**src/rtl/bsg_link_sdr_credit_downstream_array.sv**
```systemverilog
// Multi-channel single-clock receive endpoint for credit-flow-controlled SDR links.
// Optional sticky overflow detection is enabled by defining BSG_LINK_SDR_CREDIT_DS_OVERFLOW_CHECK_EN.
module bsg_link_sdr_credit_downstream_array #(
    parameter int width_p                         = 8,
    parameter int num_channels_p                  = 2,
    parameter int lg_fifo_depth_p                 = 3,
    parameter int lg_credit_to_token_decimation_p = 0
) (
    input  logic                              clk_i,
    input  logic                              reset_i,
    input  logic [num_channels_p-1:0]         link_v_i,
    input  logic [num_channels_p*width_p-1:0] link_data_i,
    output logic [num_channels_p-1:0]         link_token_r_o,
    output logic [num_channels_p-1:0]         core_v_o,
    output logic [num_channels_p*width_p-1:0] core_data_o,
    input  logic [num_channels_p-1:0]         core_yumi_i,
    output logic [num_channels_p-1:0]         overflow_o
);

    localparam int depth_lp = 1 << lg_fifo_depth_p;
    localparam int ptr_w_lp = lg_fifo_depth_p + 1;
    localparam int cnt_w_lp = lg_credit_to_token_decimation_p + 1;
    localparam logic [ptr_w_lp-1:0] depth_cnt_lp = ptr_w_lp'(depth_lp);
    localparam logic [cnt_w_lp-1:0] token_period_lp =
        cnt_w_lp'(1) << lg_credit_to_token_decimation_p;

    for (genvar c = 0; c < num_channels_p; c++) begin : ch
        logic [width_p-1:0]         mem [depth_lp];
        logic [ptr_w_lp-1:0]        wptr;
        logic [ptr_w_lp-1:0]        rptr;
        logic [lg_fifo_depth_p-1:0] waddr;
        logic [lg_fifo_depth_p-1:0] raddr;
        logic [cnt_w_lp-1:0]        credit_cnt;
        logic [cnt_w_lp-1:0]        credit_cnt_inc;
        logic                       token_r;
        logic                       full;
        logic                       empty;
        logic                       enq;
        logic                       deq;

        // Pointers carry one extra wrap bit so full and empty stay distinct.
        assign waddr          = wptr[lg_fifo_depth_p-1:0];
        assign raddr          = rptr[lg_fifo_depth_p-1:0];
        assign empty          = (wptr == rptr);
        assign full           = ((wptr - rptr) == depth_cnt_lp);
        assign enq            = link_v_i[c] & ~full;
        assign deq            = core_yumi_i[c] & ~empty;
        assign credit_cnt_inc = credit_cnt + cnt_w_lp'(1);

        always_ff @(posedge clk_i) begin
            if (enq) begin
                mem[waddr] <= link_data_i[c*width_p +: width_p];
            end
        end

        always_ff @(posedge clk_i) begin
            if (reset_i) begin
                wptr       <= '0;
                rptr       <= '0;
                credit_cnt <= '0;
                token_r    <= 1'b0;
            end else begin
                if (enq) begin
                    wptr <= wptr + ptr_w_lp'(1);
                end
                if (deq) begin
                    rptr <= rptr + ptr_w_lp'(1);
                    // Each token edge stands for 2**D returned credits.
                    if (credit_cnt_inc == token_period_lp) begin
                        credit_cnt <= '0;
                        token_r    <= ~token_r;
                    end else begin
                        credit_cnt <= credit_cnt_inc;
                    end
                end
            end
        end

        always_ff @(posedge clk_i) begin
            if (!reset_i) begin
                assert (!(core_yumi_i[c] && empty))
                    else $error("channel %0d: yumi while empty at %0t", c, $time);
            end
        end

        assign core_v_o[c]                      = ~empty;
        assign core_data_o[c*width_p +: width_p] = mem[raddr];
        assign link_token_r_o[c]                = token_r;

`ifdef BSG_LINK_SDR_CREDIT_DS_OVERFLOW_CHECK_EN
        logic overflow_r;

        always_ff @(posedge clk_i) begin
            if (reset_i) begin
                overflow_r <= 1'b0;
            end else if (link_v_i[c] && full) begin
                overflow_r <= 1'b1;
                assert (overflow_r)
                    else $error("channel %0d: overflow, word dropped at %0t", c, $time);
            end
        end

        assign overflow_o[c] = overflow_r;
`else
        assign overflow_o[c] = 1'b0;
`endif
    end

endmodule

```
**config.mk**
```make
export PLATFORM = sky130hd
export DESIGN_NAME = bsg_link_sdr_credit_downstream_array
export DESIGN_NICKNAME = d
export VERILOG_FILES = /design/src/rtl/bsg_link_sdr_credit_downstream_array.sv
export SDC_FILE = /design/constraint.sdc
export NUM_CORES = 1
export LEC_CHECK = 0
export BUFFER_PORTS_ARGS = -buffer_cell sky130_fd_sc_hd__buf_2
export CAP_MARGIN = 20
export CORE_MARGIN = 5
export CORE_UTILIZATION = 55
export CTS_BUF_LIST = sky130_fd_sc_hd__clkbuf_8
export DETAILED_ROUTE_END_ITERATION = 8
export GPL_ROUTABILITY_DRIVEN = 0
export PLACE_DENSITY = 0.72
export REMOVE_ABC_BUFFERS = 1
export SETUP_SLACK_MARGIN = 0.3
export SLEW_MARGIN = 0
export SYNTH_ARGS = -nofsm -noshare
export SYNTH_HDL_FRONTEND = slang
export SYNTH_SLANG_ARGS = --single-unit
```
**constraint.sdc**
```tcl
create_clock -name clk_i -period 5.1 [get_ports clk_i]
set_clock_uncertainty 0.05 [all_clocks]
set_input_delay 0 -clock clk_i [delete_from_list [all_inputs] [get_ports clk_i]]
set_output_delay 0 -clock clk_i [all_outputs]
set_load 0.03 [all_outputs]
```
==> impl_metrics.env <==
export IMPL_first_pass_iters=4
export IMPL_start_util=0.5666
export IMPL_antenna_found_initial=0
export IMPL_r2r_cells=5
export IMPL_root_buffer="clkbuf_8"
export IMPL_pre_cts_slack_ps=1966
export IMPL_postSynth_asyncResetShare=0
export IMPL_yosysUniqueCellTypes=36
export IMPL_nets=451
export IMPL_rsz0062_at_grt="no"
export IMPL_vias=3191
export IMPL_cts_resized_gates=0
export IMPL_use_met2=0.2731
export IMPL_maxCapViolCount=0
export IMPL_hold_end="ch[0].mem[4][6]"
export IMPL_hold_path_class="input port to flip-flop"
export IMPL_yosysSeqAreaShare=0.6979
export IMPL_r2r_setup_slack_ps=2180
export IMPL_place_hpwl_mm=7.083
export IMPL_arrival_ps=2940
export IMPL_drtIter0Drc=203
export IMPL_hold_buffers=23
export IMPL_tightest_slew_ps=862.6
export IMPL_period_share=0.5726
export IMPL_top_usage_layer="met2"
export IMPL_syn2layout_area_growth_pct=16.42
export IMPL_portBuffers=41
export IMPL_drc=0
export IMPL_synth_ff_type="edfxtp_1"
export IMPL_cts_buffer_depth=2
export IMPL_ys_top_cells_by_area="edfxtp_1 (62%), mux4_2 (12%), dfxtp_1 (7.8%), mux2_2 (2.9%), ha_1 (2.0%)"
export IMPL_rows=38
export IMPL_syn_avg_cell_area_um2=18.22
export IMPL_worstReg2RegEnd="ch[0].mem[5][5]"
export IMPL_insertion_delay_ps=440
export IMPL_grtUsageMet1=0.2396
export IMPL_cp_max_fo=9
export IMPL_yosysTopAreaCell="edfxtp_1"
export IMPL_relSlewSlack=0.4228
export IMPL_cp_end_kind="flip-flop"
export IMPL_ys_ff_latch=152
export IMPL_synth_edff_count=128
export IMPL_power_total_mw=2.733
export IMPL_status="finished, final reports clean"
export IMPL_multi_input_area_um2=1734
export IMPL_worstHoldPathCells=2
export IMPL_grt_overflow=0
export IMPL_yosysTopAreaCellShare=0.6204
export IMPL_reg2reg_from="ch[0].wptr[1]"
export IMPL_die_h_um=116.1
export IMPL_p_leak_nw=2.513
export IMPL_ir_drop_uv=209.9
export IMPL_num_antenna_cells=0
export IMPL_htreeDepth=4
export IMPL_path_class="flip-flop to flip-flop"
export IMPL_cts_tree="built"
export IMPL_cp_required_ps=5120
export IMPL_setup_worst_path_start_class="flip-flop"
export IMPL_drive_above_1_share=0.3241
export IMPL_clk_pin_slew_ps=80
export IMPL_fillCellCount=771
export IMPL_post_cts_buffers=0
export IMPL_core_um2=10940
export IMPL_wirelength_mm=10.85
export IMPL_syn_area_um2=6196
export IMPL_track_usage=0.1758
export IMPL_regArea_um2=4324
export IMPL_ios=44
export IMPL_cts_sinks=152
export IMPL_setup_tns_ps=0
export IMPL_syn_inst=340
export IMPL_die_area_um2=13490
export IMPL_final_setup_viol_count=0
export IMPL_p_per_area_nw_per_um2=378.9
export IMPL_viasPerCell=5.579
export IMPL_die_w_um=116.1
export IMPL_yosysWarnings=0
export IMPL_worst_slack_ps=2180
export IMPL_ant_nets=0
export IMPL_grt_pass1_vias=3331
export IMPL_holdWs_ps=316.5
export IMPL_grt_pass1_wl_mm=17.30
export IMPL_fin_crit_ps=2920
export IMPL_slew_violations=0
export IMPL_cts_buffers=17
export IMPL_grt_max_degree=25
export IMPL_min_from="link_data_i[6]"
export IMPL_globalRouteMet3Util=0.04767
export IMPL_max_freq_mhz=342.4
export IMPL_hold_viol=0
export IMPL_wl_per_cell_um=18.97
## layout by cell type, fill, tap and decap left out, types with 2 or more instances in the layout
cell,Yosys,layout
a21oi_1,4,4
and3_1,4,4
buf_2,5,41
buf_4,4,11
bufinv_16,0,2
clkbuf_8,0,17
clkinv_2,0,2
clkinv_4,0,3
clkinvlp_4,0,3
conb_1,1,2
dfxtp_1,24,24
dlygate4sd3_1,0,23
edfxtp_1,128,128
ha_1,10,10
inv_1,14,15
inv_6,0,3
mux2_1,3,3
mux2_2,16,16
mux2i_1,2,2
mux4_2,32,32
nand2b_1,4,4
nand3_1,4,4
nand3b_1,2,2
nor2_1,22,22
nor2b_1,5,5
nor3_1,2,2
nor4_1,9,9
nor4_2,2,2
nor4_4,2,2
o211a_1,2,2
o211ai_1,4,4
o21ai_0,2,2
o31ai_1,4,4
or4_1,4,4
xnor2_1,2,2
xor2_1,8,8
xor3_2,2,2
## cell families after synthesis
kind of cell | share of synthesized area
other | 0.0006052
muxes | 0.1565
adders and majority gates | 0.02019
DFF | 0.6979
xor gates and xnor gates | 0.02221
buffers and inverters | 0.02282
and+or+nand+nor | 0.06199
AOI/OAI and AO/OA | 0.01777
## cell type report
type                            instances  area share
Clock buffer                           17     0.03244
Inverter                               14    0.007285
Multi-Input combinational cell        157      0.2404
Tap cell                              140     0.02428
Clock inverter                         15     0.02116
Timing Repair Buffer                   77     0.07493
Sequential cell                       152      0.5995
## critical path, stage by stage, from the launching register on
cell and delay (ps):
dfxtp_1 510, ha_1 330, nor2b_1 190, o211a_1 290, or4_1 480, nor2_1 700
## per-stage QoR
stage          utilization  std cells  instance area, um^2
2_1_floorplan            -        323                 6111
3_3_place_gp        0.6005        514                 6566
3_5_place_dp        0.6025        516                 6589
4_1_cts             0.6589        571                 7206
5_1_grt             0.6596        572                 7213
6_report            0.6596        572                 7213
## where the power goes
group	leakage [nW]	switching, mW	internal [mW]
clock network	0.192	0.446	0.435
registers	1.36	0.0397	1.38
logic	0.964	0.231	0.197
## sequential cells by signal (all words and copies together), names as in the netlist, named ones only
signal      flops
ch.wptr         8
ch.token_r      2
ch.mem        128
ch.rptr         8
## Yosys cell counts (3+ instances only)
cell type,instances
clkbuf_1,5
a21oi_1,4
mux2_2,16
edfxtp_1,128
o31ai_1,4
nor4_1,9
nor2_1,22
buf_2,5
nand3_1,4
buf_4,4
buf_1,4
xor2_1,8
inv_1,14
mux4_2,32
mux2_1,3
or4_1,4
o211ai_1,4
ha_1,10
dfxtp_1,24
nor2b_1,5
and3_1,4
nand2b_1,4
## metal layers
| layer | share of wire | up-vias | routed length (um) |
|---|---|---|---|
| met2 | 0.50 | 80 | 5372 |
| met1 | 0.45 | 1592 | 4868 |
| li1 | - | 1500 | - |
| met4 | 0.016 | 0 | 176 |
| met3 | 0.040 | 19 | 433 |
| met5 | 0 | - | 0 |
## worst max-delay path by stage
stage	cells past startpoint	slack (ps)	startpoint	end
after floorplan	6	2210	ch[1].wptr[0]	ch[1].mem[2][0]
after global placement	5	2020	ch[0].wptr[1]	ch[0].mem[0][7]
after detailed placement	5	1970	ch[0].wptr[1]	ch[0].mem[1][3]
after CTS	5	1940	ch[0].wptr[1]	ch[0].mem[1][3]
after global routing	5	2040	ch[0].wptr[1]	ch[0].mem[5][0]
final	5	2180	ch[0].wptr[1]	ch[0].mem[5][5]
Power figures use the tool's default switching activity.
